--- config.mk ---
export PLATFORM = sky130hd
export DESIGN_NAME = axilite_cmd_master_flat
export DESIGN_NICKNAME = d
export VERILOG_FILES = /design/src/rtl/axilite_cmd_master_if.sv /design/src/rtl/axilite_cmd_master.sv /design/src/flat_wrapper.sv
export SDC_FILE = /design/constraint.sdc
export NUM_CORES = 1
export LEC_CHECK = 0
export ABC_CLOCK_PERIOD_IN_PS = 2400
export BUFFER_PORTS_ARGS = -buffer_cell sky130_fd_sc_hd__buf_2
export CAP_MARGIN = 20
export CORE_MARGIN = 2
export CORE_UTILIZATION = 49
export CTS_CLUSTER_DIAMETER = 80
export DETAILED_ROUTE_END_ITERATION = 8
export MAX_ROUTING_LAYER = met4
export PLACE_DENSITY_LB_ADDON = 0.3
export SYNTH_ARGS = -nofsm -noshare
export SYNTH_HDL_FRONTEND = slang
export SYNTH_SLANG_ARGS = --single-unit
export TNS_END_PERCENT = 20
--- constraint.sdc ---
create_clock -name clk -period 2.4 [get_ports clk]
set_input_delay 0.48 -clock clk [delete_from_list [all_inputs] [get_ports clk]]
set_output_delay 0.48 -clock clk [all_outputs]
set_load 0.05 [all_outputs]
--- src/rtl/axilite_cmd_master_if.sv ---
// Command/response port plus the AXI4-Lite master bus of axilite_cmd_master.
// The master modport is the initiator's view; slave is the peripheral/driver side.
interface axilite_cmd_master_if #(
  parameter int ADDR_W = 32,
  parameter int DATA_W = 32
);
  localparam int STRB_W = DATA_W / 8;

  logic              cmd_valid;
  logic              cmd_ready;
  logic              cmd_we;
  logic [ADDR_W-1:0] cmd_addr;
  logic [DATA_W-1:0] cmd_wdata;
  logic [STRB_W-1:0] cmd_wstrb;

  logic              rsp_valid;
  logic              rsp_ready;
  logic [DATA_W-1:0] rsp_rdata;
  logic [1:0]        rsp_resp;
  logic              rsp_timeout;

  logic [ADDR_W-1:0] M_AXI_AWADDR;
  logic [2:0]        M_AXI_AWPROT;
  logic              M_AXI_AWVALID;
  logic              M_AXI_AWREADY;
  logic [DATA_W-1:0] M_AXI_WDATA;
  logic [STRB_W-1:0] M_AXI_WSTRB;
  logic              M_AXI_WVALID;
  logic              M_AXI_WREADY;
  logic [1:0]        M_AXI_BRESP;
  logic              M_AXI_BVALID;
  logic              M_AXI_BREADY;
  logic [ADDR_W-1:0] M_AXI_ARADDR;
  logic [2:0]        M_AXI_ARPROT;
  logic              M_AXI_ARVALID;
  logic              M_AXI_ARREADY;
  logic [DATA_W-1:0] M_AXI_RDATA;
  logic [1:0]        M_AXI_RRESP;
  logic              M_AXI_RVALID;
  logic              M_AXI_RREADY;

  modport master (
    input  cmd_valid, cmd_we, cmd_addr, cmd_wdata, cmd_wstrb,
    output cmd_ready,
    output rsp_valid, rsp_rdata, rsp_resp, rsp_timeout,
    input  rsp_ready,
    output M_AXI_AWADDR, M_AXI_AWPROT, M_AXI_AWVALID,
    input  M_AXI_AWREADY,
    output M_AXI_WDATA, M_AXI_WSTRB, M_AXI_WVALID,
    input  M_AXI_WREADY,
    input  M_AXI_BRESP, M_AXI_BVALID,
    output M_AXI_BREADY,
    output M_AXI_ARADDR, M_AXI_ARPROT, M_AXI_ARVALID,
    input  M_AXI_ARREADY,
    input  M_AXI_RDATA, M_AXI_RRESP, M_AXI_RVALID,
    output M_AXI_RREADY
  );

  modport slave (
    output cmd_valid, cmd_we, cmd_addr, cmd_wdata, cmd_wstrb,
    input  cmd_ready,
    input  rsp_valid, rsp_rdata, rsp_resp, rsp_timeout,
    output rsp_ready,
    input  M_AXI_AWADDR, M_AXI_AWPROT, M_AXI_AWVALID,
    output M_AXI_AWREADY,
    input  M_AXI_WDATA, M_AXI_WSTRB, M_AXI_WVALID,
    output M_AXI_WREADY,
    output M_AXI_BRESP, M_AXI_BVALID,
    input  M_AXI_BREADY,
    input  M_AXI_ARADDR, M_AXI_ARPROT, M_AXI_ARVALID,
    output M_AXI_ARREADY,
    output M_AXI_RDATA, M_AXI_RRESP, M_AXI_RVALID,
    input  M_AXI_RREADY
  );
endinterface

--- src/rtl/axilite_cmd_master.sv ---
// Single-outstanding AXI4-Lite initiator: turns one command into one AXI-Lite
// read or write, returns the response, and aborts via a watchdog if the slave dies.
module axilite_cmd_master #(
  parameter int ADDR_W  = 32,
  parameter int DATA_W  = 32,
  parameter int TIMEOUT = 255
) (
  input logic                   clk,
  input logic                   rst,
  axilite_cmd_master_if.master  bus
);
  localparam int STRB_W = DATA_W / 8;
  localparam int WD_W   = (TIMEOUT < 1) ? 1 : $clog2(TIMEOUT + 1);

  localparam logic [2:0] IDLE    = 3'd0;
  localparam logic [2:0] WR_REQ  = 3'd1;
  localparam logic [2:0] WR_RESP = 3'd2;
  localparam logic [2:0] RD_REQ  = 3'd3;
  localparam logic [2:0] RD_DATA = 3'd4;
  localparam logic [2:0] RSP     = 3'd5;

  logic [2:0]        state;
  logic              cmd_ready;
  logic [ADDR_W-1:0] addr;
  logic [DATA_W-1:0] wdata;
  logic [STRB_W-1:0] wstrb;
  logic              awvalid;
  logic              wvalid;
  logic              bready;
  logic              arvalid;
  logic              rready;
  logic              rsp_valid;
  logic [DATA_W-1:0] rsp_rdata;
  logic [1:0]        rsp_resp;
  logic              rsp_timeout;
  logic [WD_W-1:0]   wd_cnt;

  logic busy;
  logic wd_expire;
  logic final_hs;
  logic aw_done;
  logic w_done;

  always_comb begin
    busy      = (state == WR_REQ) || (state == WR_RESP) ||
                (state == RD_REQ) || (state == RD_DATA);
    // wd_cnt equals the number of busy cycles so far, including the current one
    wd_expire = (TIMEOUT != 0) && busy && (wd_cnt == WD_W'(TIMEOUT));
    final_hs  = ((state == WR_RESP) && bus.M_AXI_BVALID) ||
                ((state == RD_DATA) && bus.M_AXI_RVALID);
    aw_done   = !awvalid || bus.M_AXI_AWREADY;
    w_done    = !wvalid  || bus.M_AXI_WREADY;
  end

  always_ff @(posedge clk) begin
    if (rst) begin
      state       <= IDLE;
      cmd_ready   <= 1'b1;
      addr        <= '0;
      wdata       <= '0;
      wstrb       <= '0;
      awvalid     <= 1'b0;
      wvalid      <= 1'b0;
      bready      <= 1'b0;
      arvalid     <= 1'b0;
      rready      <= 1'b0;
      rsp_valid   <= 1'b0;
      rsp_rdata   <= '0;
      rsp_resp    <= 2'b00;
      rsp_timeout <= 1'b0;
      wd_cnt      <= '0;
    end else begin
      if (busy) wd_cnt <= wd_cnt + 1'b1;
      case (state)
        IDLE: begin
          if (bus.cmd_valid) begin
            cmd_ready <= 1'b0;
            addr      <= bus.cmd_addr;
            wd_cnt    <= WD_W'(1);
            if (bus.cmd_we) begin
              wdata   <= bus.cmd_wdata;
              wstrb   <= bus.cmd_wstrb;
              awvalid <= 1'b1;
              wvalid  <= 1'b1;
              state   <= WR_REQ;
            end else begin
              arvalid <= 1'b1;
              state   <= RD_REQ;
            end
          end
        end
        WR_REQ: begin
          // AW and W complete independently; move on once neither is pending
          if (awvalid && bus.M_AXI_AWREADY) awvalid <= 1'b0;
          if (wvalid && bus.M_AXI_WREADY) wvalid <= 1'b0;
          if (aw_done && w_done) begin
            bready <= 1'b1;
            state  <= WR_RESP;
          end
        end
        WR_RESP: begin
          if (bus.M_AXI_BVALID) begin
            bready      <= 1'b0;
            rsp_valid   <= 1'b1;
            rsp_rdata   <= '0;
            rsp_resp    <= bus.M_AXI_BRESP;
            rsp_timeout <= 1'b0;
            state       <= RSP;
          end
        end
        RD_REQ: begin
          if (bus.M_AXI_ARREADY) begin
            arvalid <= 1'b0;
            rready  <= 1'b1;
            state   <= RD_DATA;
          end
        end
        RD_DATA: begin
          if (bus.M_AXI_RVALID) begin
            rready      <= 1'b0;
            rsp_valid   <= 1'b1;
            rsp_rdata   <= bus.M_AXI_RDATA;
            rsp_resp    <= bus.M_AXI_RRESP;
            rsp_timeout <= 1'b0;
            state       <= RSP;
          end
        end
        RSP: begin
          if (bus.rsp_ready) begin
            rsp_valid <= 1'b0;
            cmd_ready <= 1'b1;
            state     <= IDLE;
          end
        end
        default: begin
          cmd_ready <= 1'b1;
          state     <= IDLE;
        end
      endcase
      // Watchdog abort overrides the normal progress above; a completing B/R handshake still wins
      if (wd_expire && !final_hs) begin
        awvalid     <= 1'b0;
        wvalid      <= 1'b0;
        bready      <= 1'b0;
        arvalid     <= 1'b0;
        rready      <= 1'b0;
        rsp_valid   <= 1'b1;
        rsp_rdata   <= '0;
        rsp_resp    <= 2'b10;
        rsp_timeout <= 1'b1;
        state       <= RSP;
      end
    end
  end

  assign bus.cmd_ready     = cmd_ready;
  assign bus.rsp_valid     = rsp_valid;
  assign bus.rsp_rdata     = rsp_rdata;
  assign bus.rsp_resp      = rsp_resp;
  assign bus.rsp_timeout   = rsp_timeout;
  assign bus.M_AXI_AWADDR  = addr;
  assign bus.M_AXI_AWPROT  = 3'b000;
  assign bus.M_AXI_AWVALID = awvalid;
  assign bus.M_AXI_WDATA   = wdata;
  assign bus.M_AXI_WSTRB   = wstrb;
  assign bus.M_AXI_WVALID  = wvalid;
  assign bus.M_AXI_BREADY  = bready;
  assign bus.M_AXI_ARADDR  = addr;
  assign bus.M_AXI_ARPROT  = 3'b000;
  assign bus.M_AXI_ARVALID = arvalid;
  assign bus.M_AXI_RREADY  = rready;
endmodule

--- src/flat_wrapper.sv ---
// flat-port wrapper written by rule: the top's interface ports become plain ports
module axilite_cmd_master_flat 
#(
  parameter int ADDR_W  = 32,
  parameter int DATA_W  = 32,
  parameter int TIMEOUT = 255
)
  (clk, rst, bus_cmd_valid, bus_cmd_we, bus_cmd_addr, bus_cmd_wdata, bus_cmd_wstrb, bus_cmd_ready, bus_rsp_valid, bus_rsp_rdata, bus_rsp_resp, bus_rsp_timeout, bus_rsp_ready, bus_M_AXI_AWADDR, bus_M_AXI_AWPROT, bus_M_AXI_AWVALID, bus_M_AXI_AWREADY, bus_M_AXI_WDATA, bus_M_AXI_WSTRB, bus_M_AXI_WVALID, bus_M_AXI_WREADY, bus_M_AXI_BRESP, bus_M_AXI_BVALID, bus_M_AXI_BREADY, bus_M_AXI_ARADDR, bus_M_AXI_ARPROT, bus_M_AXI_ARVALID, bus_M_AXI_ARREADY, bus_M_AXI_RDATA, bus_M_AXI_RRESP, bus_M_AXI_RVALID, bus_M_AXI_RREADY);
  axilite_cmd_master_if #(.ADDR_W(ADDR_W), .DATA_W(DATA_W)) bus_i ();
  input logic clk;
  input logic rst;
  input wire logic [$bits(bus_i.cmd_valid)-1:0] bus_cmd_valid;
  input wire logic [$bits(bus_i.cmd_we)-1:0] bus_cmd_we;
  input wire logic [$bits(bus_i.cmd_addr)-1:0] bus_cmd_addr;
  input wire logic [$bits(bus_i.cmd_wdata)-1:0] bus_cmd_wdata;
  input wire logic [$bits(bus_i.cmd_wstrb)-1:0] bus_cmd_wstrb;
  output wire logic [$bits(bus_i.cmd_ready)-1:0] bus_cmd_ready;
  output wire logic [$bits(bus_i.rsp_valid)-1:0] bus_rsp_valid;
  output wire logic [$bits(bus_i.rsp_rdata)-1:0] bus_rsp_rdata;
  output wire logic [$bits(bus_i.rsp_resp)-1:0] bus_rsp_resp;
  output wire logic [$bits(bus_i.rsp_timeout)-1:0] bus_rsp_timeout;
  input wire logic [$bits(bus_i.rsp_ready)-1:0] bus_rsp_ready;
  output wire logic [$bits(bus_i.M_AXI_AWADDR)-1:0] bus_M_AXI_AWADDR;
  output wire logic [$bits(bus_i.M_AXI_AWPROT)-1:0] bus_M_AXI_AWPROT;
  output wire logic [$bits(bus_i.M_AXI_AWVALID)-1:0] bus_M_AXI_AWVALID;
  input wire logic [$bits(bus_i.M_AXI_AWREADY)-1:0] bus_M_AXI_AWREADY;
  output wire logic [$bits(bus_i.M_AXI_WDATA)-1:0] bus_M_AXI_WDATA;
  output wire logic [$bits(bus_i.M_AXI_WSTRB)-1:0] bus_M_AXI_WSTRB;
  output wire logic [$bits(bus_i.M_AXI_WVALID)-1:0] bus_M_AXI_WVALID;
  input wire logic [$bits(bus_i.M_AXI_WREADY)-1:0] bus_M_AXI_WREADY;
  input wire logic [$bits(bus_i.M_AXI_BRESP)-1:0] bus_M_AXI_BRESP;
  input wire logic [$bits(bus_i.M_AXI_BVALID)-1:0] bus_M_AXI_BVALID;
  output wire logic [$bits(bus_i.M_AXI_BREADY)-1:0] bus_M_AXI_BREADY;
  output wire logic [$bits(bus_i.M_AXI_ARADDR)-1:0] bus_M_AXI_ARADDR;
  output wire logic [$bits(bus_i.M_AXI_ARPROT)-1:0] bus_M_AXI_ARPROT;
  output wire logic [$bits(bus_i.M_AXI_ARVALID)-1:0] bus_M_AXI_ARVALID;
  input wire logic [$bits(bus_i.M_AXI_ARREADY)-1:0] bus_M_AXI_ARREADY;
  input wire logic [$bits(bus_i.M_AXI_RDATA)-1:0] bus_M_AXI_RDATA;
  input wire logic [$bits(bus_i.M_AXI_RRESP)-1:0] bus_M_AXI_RRESP;
  input wire logic [$bits(bus_i.M_AXI_RVALID)-1:0] bus_M_AXI_RVALID;
  output wire logic [$bits(bus_i.M_AXI_RREADY)-1:0] bus_M_AXI_RREADY;
  assign bus_i.cmd_valid = bus_cmd_valid;
  assign bus_i.cmd_we = bus_cmd_we;
  assign bus_i.cmd_addr = bus_cmd_addr;
  assign bus_i.cmd_wdata = bus_cmd_wdata;
  assign bus_i.cmd_wstrb = bus_cmd_wstrb;
  assign bus_cmd_ready = bus_i.cmd_ready;
  assign bus_rsp_valid = bus_i.rsp_valid;
  assign bus_rsp_rdata = bus_i.rsp_rdata;
  assign bus_rsp_resp = bus_i.rsp_resp;
  assign bus_rsp_timeout = bus_i.rsp_timeout;
  assign bus_i.rsp_ready = bus_rsp_ready;
  assign bus_M_AXI_AWADDR = bus_i.M_AXI_AWADDR;
  assign bus_M_AXI_AWPROT = bus_i.M_AXI_AWPROT;
  assign bus_M_AXI_AWVALID = bus_i.M_AXI_AWVALID;
  assign bus_i.M_AXI_AWREADY = bus_M_AXI_AWREADY;
  assign bus_M_AXI_WDATA = bus_i.M_AXI_WDATA;
  assign bus_M_AXI_WSTRB = bus_i.M_AXI_WSTRB;
  assign bus_M_AXI_WVALID = bus_i.M_AXI_WVALID;
  assign bus_i.M_AXI_WREADY = bus_M_AXI_WREADY;
  assign bus_i.M_AXI_BRESP = bus_M_AXI_BRESP;
  assign bus_i.M_AXI_BVALID = bus_M_AXI_BVALID;
  assign bus_M_AXI_BREADY = bus_i.M_AXI_BREADY;
  assign bus_M_AXI_ARADDR = bus_i.M_AXI_ARADDR;
  assign bus_M_AXI_ARPROT = bus_i.M_AXI_ARPROT;
  assign bus_M_AXI_ARVALID = bus_i.M_AXI_ARVALID;
  assign bus_i.M_AXI_ARREADY = bus_M_AXI_ARREADY;
  assign bus_i.M_AXI_RDATA = bus_M_AXI_RDATA;
  assign bus_i.M_AXI_RRESP = bus_M_AXI_RRESP;
  assign bus_i.M_AXI_RVALID = bus_M_AXI_RVALID;
  assign bus_M_AXI_RREADY = bus_i.M_AXI_RREADY;
  axilite_cmd_master #(.ADDR_W(ADDR_W), .DATA_W(DATA_W), .TIMEOUT(TIMEOUT)) u_core (.clk(clk), .rst(rst), .bus(bus_i));
endmodule
### Yosys cells after proc, flatten, opt, wreduce, memory -nomap -nowiden

Cells that the tools add are included.

* bitwise logic cells: 1
* equal/unequal tests: 22
* reduce and logical (&&, ||, !) cells: 39
* muxes and demuxes: 45
* $add $sub $neg: 1

Operator list (count)
* $mux 32: 2
* $pmux 32 s2: 1
* $mux 8: 3
* $mux 3: 7
* $ne 2x2->1 const B: 10
* $mux 1: 18
* $pmux 3 s6: 1
* $reduce_and 3->1: 6
* $reduce_and 4->1: 4
* $ne 3x3->1 const B: 4
* $pmux 1 s2: 6
* $reduce_and 6->1: 2
* $reduce_bool 2->1: 5
* $add 8x1->8 const B: 1
* $eq 8x8->1 const B: 1
* $mux 2: 4
* $logic_and 1x1->1: 7
* $eq 3x2->1 const B: 2
* $eq 3x3->1 const B: 2
* $logic_or 1x1->1: 6
* $ne 3x2->1 const B: 2
* $pmux 1 s3: 2
* $pmux 2 s2: 1
* $reduce_bool 4->1: 1
* other kinds (8): 10

* output and inout port bits: 148
* word-level logic and storage cells: 125
* input port bits: 114
* bits in registers: 121

### Longest topological paths before layout

* word-level depth: 8
* mapped depth: 7
* depth with buffers taken out: 4

### Worst setup path after synthesis

No wires, ideal clock.

* kind: reg2reg
* start: reg u_core.state[1]
* end: reg u_core.rsp_rdata[22], in the netlist u_core.bus.rsp_rdata[22]
* library setup time: 0.116 ns
* arrival: 1.501 ns
* cell stages (with the launch flop): 8
* setup slack: 0.783 ns
* period minus slack after synthesis: 1.617 ns
* buffers on the path: 3
* data required time: 2.284 ns
* cell sequence: dfxtp_1 -> buf_2 -> o21a_4 -> nand4bb_4 -> o31ai_2 -> buf_4 -> buf_6 -> nor2_1

* longest elaborated chain between the ends: 7
* elaborated cells between the ends (all ways): 19
* classes of those cells: eq/ne (6); mux (1); reduce/logical (12)

RTL lines
* from (decl): RTL line axilite_cmd_master.sv:22 `logic [2:0] state;`
* from (signal assigned): RTL line axilite_cmd_master.sv:57 `state <= IDLE;`
* from (signal assigned): RTL line axilite_cmd_master.sv:85 `state <= WR_REQ;`
* from (signal assigned): RTL line axilite_cmd_master.sv:88 `state <= RD_REQ;`
* $eq 3x1->1 or $eq 3x2->1 (tied branches): RTL line axilite_cmd_master.sv:45, axilite_cmd_master.sv:49, axilite_cmd_master.sv:74
* $logic_or 1x1->1 (2 in a row): RTL line axilite_cmd_master.sv:45 `busy = (state == WR_REQ) || (state == WR_RESP) ||`
* $logic_or 1x1->1: RTL line axilite_cmd_master.sv:46 `(state == RD_REQ) || (state == RD_DATA);`
* $logic_and 1x1->1: RTL line axilite_cmd_master.sv:48 `wd_expire = (TIMEOUT != 0) && busy && (wd_cnt == WD_W'(TIMEOUT));`
* $logic_and 1x1->1: RTL line axilite_cmd_master.sv:141 `if (wd_expire && !final_hs) begin`
* $reduce_or 2->1 (no source line)
* to (signal assigned): RTL line axilite_cmd_master.sv:122 `rsp_rdata <= bus.M_AXI_RDATA;`
* to (decl): RTL line axilite_cmd_master.sv:33 `logic [DATA_W-1:0] rsp_rdata;`

Several ways; a longest one is shown, not always the timed one.
A chain may end at the register's enable or synchronous reset.

### Worst setup path in the final report

* start: reg u_core.state[0]
* end: reg u_core.state[1]

* longest elaborated chain between the ends: 7
* elaborated cells between the ends (all ways): 24
* classes of those cells: eq/ne (11); mux (1); reduce/logical (12)

RTL lines (RTL line)
* $eq 3x1->1 or $eq 3x2->1 (tied branches): axilite_cmd_master.sv:45, axilite_cmd_master.sv:74, axilite_cmd_master.sv:49
* $logic_or 1x1->1 (2 in a row): axilite_cmd_master.sv:45
* $logic_or 1x1->1: axilite_cmd_master.sv:46
* $logic_and 1x1->1: axilite_cmd_master.sv:48
* $logic_and 1x1->1: axilite_cmd_master.sv:141
* $reduce_or 2->1 (no source line)

Several ways; a longest one is shown, not always the timed one.

==> flow_results.xml <==
<?xml version="1.0" encoding="UTF-8"?>
<metrics>
  <group name="critical_path">
    <metric name="worstPathArrival" unit="ns">2.36</metric>
    <metric name="worst-setup-path-type" unit="">reg2reg</metric>
    <metric name="critPathTopFamily" unit="">compound AO/OA/AOI/OAI gates</metric>
    <metric name="timing.critical_path.slowest_stage_cell" unit="">sky130_fd_sc_hd__dfxtp_1</metric>
    <metric name="timing.reg2reg.worst_path_depth" unit="">4</metric>
    <metric name="required" unit="ns">2.83</metric>
    <metric name="crit_path_max_incr_delay" unit="ns">0.65</metric>
    <metric name="cp.depth" unit="">4</metric>
    <metric name="timing.critical_path.from_type" unit="">flop</metric>
    <metric name="end_kind" unit="">flop</metric>
    <metric name="critPathBufInv" unit="">1</metric>
    <metric name="critical_path.max_fanout" unit="">13</metric>
    <metric name="cells_along_the_critical_path" unit="">inv_1 &gt; o311ai_0 &gt; o2111ai_1 &gt; a21oi_1</metric>
  </group>
  <group name="cts">
    <metric name="cts_resized" unit="">0</metric>
    <metric name="clk_path_buf_depth" unit="">2</metric>
    <metric name="cts_setup_buffers" unit="">0</metric>
    <metric name="cts_inserted_buffers" unit="">17</metric>
    <metric name="clock_tree.htree_level_count" unit="">4</metric>
    <metric name="hold_buffers" unit="">0</metric>
    <metric name="clock_latency" unit="ns">0.50</metric>
    <metric name="number_of_sinks_driven_by_the_clock_tree" unit="">121</metric>
    <metric name="ctsRootBufferMaster" unit="">sky130_fd_sc_hd__clkbuf_8</metric>
    <metric name="tritoncts" unit="">done</metric>
    <metric name="clk_transition_reported_paths" unit="ns">0.06</metric>
  </group>
  <group name="logic_synthesis">
    <metric name="synth_cell_types" unit="">45</metric>
    <metric name="synth_common_cells" unit="">sky130_fd_sc_hd__nand2_1 (145), sky130_fd_sc_hd__dfxtp_1 (121), sky130_fd_sc_hd__a21oi_1 (81)</metric>
    <metric name="syn_area_per_cell" unit="um^2">8.45</metric>
    <metric name="synth_warnings" unit="">0</metric>
    <metric name="synth_top_area_share" unit="%">47.3</metric>
    <metric name="synthArstFlopShare" unit="%">0</metric>
    <metric name="ys_ff_latch" unit="">121</metric>
    <metric name="post_synth_main_area_contributors" unit="">sky130_fd_sc_hd__dfxtp_1 (47%), sky130_fd_sc_hd__nand2_1 (11%), sky130_fd_sc_hd__a21oi_1 (7.9%)</metric>
    <metric name="syn-instance-count" unit="">606</metric>
    <metric name="synth.largest_area_cell" unit="">sky130_fd_sc_hd__dfxtp_1</metric>
    <metric name="synth.yosys.seq_area_share" unit="%">47.3</metric>
    <metric name="syn_area" unit="um^2">5120</metric>
    <metric name="most_used_flip_flop_cell_after_synthesis" unit="">sky130_fd_sc_hd__dfxtp_1</metric>
    <metric name="synth_edf_count" unit="">0</metric>
    <metric name="yosysMostFrequentCell" unit="">sky130_fd_sc_hd__nand2_1</metric>
  </group>
  <group name="worst_hold_path">
    <metric name="hold_path_class" unit="">in2reg</metric>
    <metric name="timing.hold.worst_path_depth" unit="">2</metric>
  </group>
  <group name="finish">
    <metric name="nNetsFinal" unit="">938</metric>
    <metric name="synthToLayoutAreaGrowth" unit="%">34.1</metric>
    <metric name="layout.core_utilization" unit="%">67.1</metric>
    <metric name="post_route_cells_drive_above_1_share" unit="%">37.1</metric>
    <metric name="n_antenna_cell" unit="">0</metric>
  </group>
  <group name="timing">
    <metric name="timing.final.setup_violations" unit="">0</metric>
    <metric name="min_period_over_period" unit="%">80.5</metric>
    <metric name="setup_slack" unit="ns">0.468</metric>
    <metric name="setup-tns-final" unit="ns">0</metric>
    <metric name="report.final.slew_viol_count" unit="">0</metric>
    <metric name="max-slew-margin-rel" unit="%">57.6</metric>
    <metric name="fmax" unit="MHz">518</metric>
    <metric name="finalCriticalPeriod" unit="ns">1.93</metric>
    <metric name="final_number_of_hold_violating_endpoints" unit="">0</metric>
    <metric name="hold_slack" unit="ns">0.193</metric>
    <metric name="grt_setup_unrepaired" unit="">false</metric>
    <metric name="finalClockSkew" unit="ns">0.0111</metric>
    <metric name="tightestPinTransition" unit="ns">0.628</metric>
  </group>
  <group name="die">
    <metric name="number_of_primary_i_o_pins" unit="">262</metric>
    <metric name="floorplan.rows" unit="">37</metric>
    <metric name="die_height" unit="um">106</metric>
    <metric name="initial_util" unit="%">50.0</metric>
    <metric name="die_width" unit="um">106</metric>
    <metric name="die-area" unit="um^2">11300</metric>
    <metric name="placeableCoreArea" unit="um^2">10200</metric>
  </group>
  <group name="route">
    <metric name="route.detailed.wl_per_inst" unit="um">13.7</metric>
    <metric name="vias_per_cell" unit="">4.95</metric>
    <metric name="detailroute.via_count" unit="">4814</metric>
    <metric name="wirelength" unit="um">13300</metric>
    <metric name="drt_pass1_iterations" unit="">5</metric>
    <metric name="drt_drc_violations_left" unit="">0</metric>
    <metric name="initialDrtViolationCount" unit="">297</metric>
    <metric name="postRouteAntennaNets" unit="">0</metric>
  </group>
  <group name="global_routing">
    <metric name="pin_count_of_the_biggest_net_entering_global_routing" unit="">49</metric>
    <metric name="aggregate_global_route_resource_usage" unit="%">23.9</metric>
    <metric name="grt_pass1_vias" unit="">4598</metric>
    <metric name="antenna_violations_before_repair" unit="">0</metric>
    <metric name="grt_overflow_total" unit="">0</metric>
    <metric name="grt_pass1_wl" unit="um">21000</metric>
  </group>
  <group name="place">
    <metric name="post-place-ws" unit="ns">0.518</metric>
    <metric name="dpl.hpwl" unit="um">9580</metric>
    <metric name="finalWeightedCongestion" unit="">0.877</metric>
    <metric name="buffer_ports.inserted" unit="">255</metric>
  </group>
  <group name="pwr">
    <metric name="total_leakage_power" unit="nW">3.22</metric>
    <metric name="power_per_cell_area" unit="nW/um^2">1230</metric>
    <metric name="ir_worst_vdd" unit="mV">0.582</metric>
  </group>
  <group name="run_status">
    <metric name="result_of_the_run" unit="">finished, final reports clean</metric>
  </group>
  <group name="flow_run">
    <metric name="cap_violations" unit="">0</metric>
  </group>
</metrics>
[layout by cell type, fill, tap and decap left out, types with 3 or more instances in the layout]
| cell type | instances |
|---|---|
| sky130_fd_sc_hd__o21ai_0 | 8 |
| sky130_fd_sc_hd__and2_1 | 33 |
| sky130_fd_sc_hd__clkinv_2 | 3 |
| sky130_fd_sc_hd__clkinv_4 | 3 |
| sky130_fd_sc_hd__a21oi_1 | 80 |
| sky130_fd_sc_hd__xnor2_1 | 5 |
| sky130_fd_sc_hd__mux2i_1 | 36 |
| sky130_fd_sc_hd__buf_4 | 13 |
| sky130_fd_sc_hd__nor3_1 | 4 |
| sky130_fd_sc_hd__conb_1 | 6 |
| sky130_fd_sc_hd__bufinv_16 | 4 |
| sky130_fd_sc_hd__nor2_1 | 43 |
| sky130_fd_sc_hd__dfxtp_1 | 121 |
| sky130_fd_sc_hd__nand2b_1 | 3 |
| sky130_fd_sc_hd__clkbuf_8 | 4 |
| sky130_fd_sc_hd__nor2b_1 | 4 |
| sky130_fd_sc_hd__nand2_1 | 145 |
| sky130_fd_sc_hd__buf_2 | 255 |
| sky130_fd_sc_hd__nand3_1 | 6 |
| sky130_fd_sc_hd__inv_1 | 6 |
| sky130_fd_sc_hd__nor4_1 | 3 |
| sky130_fd_sc_hd__clkbuf_16 | 16 |
| sky130_fd_sc_hd__a211oi_1 | 3 |
[metrics by stage]
step	total power [mW]	area [um^2]	cells
2_1_floorplan	5.27	5140	611
3_3_place_gp	5.78	6240	940
3_5_place_dp	5.85	6240	940
4_1_cts	8.51	6870	972
5_1_grt	8.87	6870	972
6_report	8.46	6870	972
[power breakdown]
group	leakage (nW)	switching, mW	total [mW]	internal (mW)
Combinational	1.93	2.35	3.25	0.902
Clock	0.308	0.881	2.65	1.77
Sequential	0.984	0.253	2.55	2.30
[state kept, by name, indices dropped and copies added, names as in the netlist]
register	count
u_core.bus.M_AXI_AWVALID	1
u_core.bus.M_AXI_ARVALID	1
u_core.wd_cnt	8
u_core.bus.M_AXI_WSTRB	4
u_core.bus.M_AXI_ARADDR	32
u_core.bus.cmd_ready	1
u_core.bus.M_AXI_BREADY	1
u_core.bus.rsp_rdata	32
u_core.bus.M_AXI_RREADY	1
u_core.bus.rsp_resp	2
u_core.bus.M_AXI_WVALID	1
u_core.bus.M_AXI_WDATA	32
u_core.bus.rsp_valid	1
u_core.bus.rsp_timeout	1
u_core.state	3
[final cells by class]
type                       instances  area, um^2
timing repair buffer             269        1390
fill                             852        3360
tap                              136         170
clock inverter                    11         169
clock buffer                      21         459
sequential                       121        2420
multi-input combinational        408        2230
inverter                           6        22.5
[worst paths after layout]
path | startpoint | to | slack, ns
worst min-delay path | bus_M_AXI_AWREADY | u_core.bus.M_AXI_AWVALID | 0.19
worst max-delay path | u_core.state[0] | u_core.state[1] | 0.47
worst max register to register | u_core.state[0] | u_core.state[1] | 0.47
worst min register to register | u_core.bus.M_AXI_WDATA[26] | u_core.bus.M_AXI_WDATA[26] | 0.45
[layer usage]
layer | global-route usage, % | wire length [um] | up-vias
met4 | 8.83 | 193 | 0
met2 | 39.7 | 6750 | 186
li1 | - | - | 2382
met3 | 8.03 | 1010 | 21
met1 | 26.8 | 5370 | 2225
met5 | - | 0 | -
[worst register-to-register path: cells and delay by family (launching register included)]
kind	cells	cell delay, ns
buffers and inverters	1	0.20
flip-flops	1	0.65
AO/OA/AOI/OAI	3	1.01
[logic make-up (layout without fill, tap and decap cells)]
logic type,after synthesis,after routing,share of synthesized area (%)
AO/OA/AOI/OAI,105,105,11.7
adder cells (fa/ha/maj),1,1,0.244
multiplexers,37,37,7.26
AND/OR/NAND/NOR,254,254,22.7
XOR/XNOR,5,5,0.855
flip-flops,121,121,47.3
buffers and inverters,82,307,9.87
other,1,6,0.0732
Power figures use the tool's default switching activity.
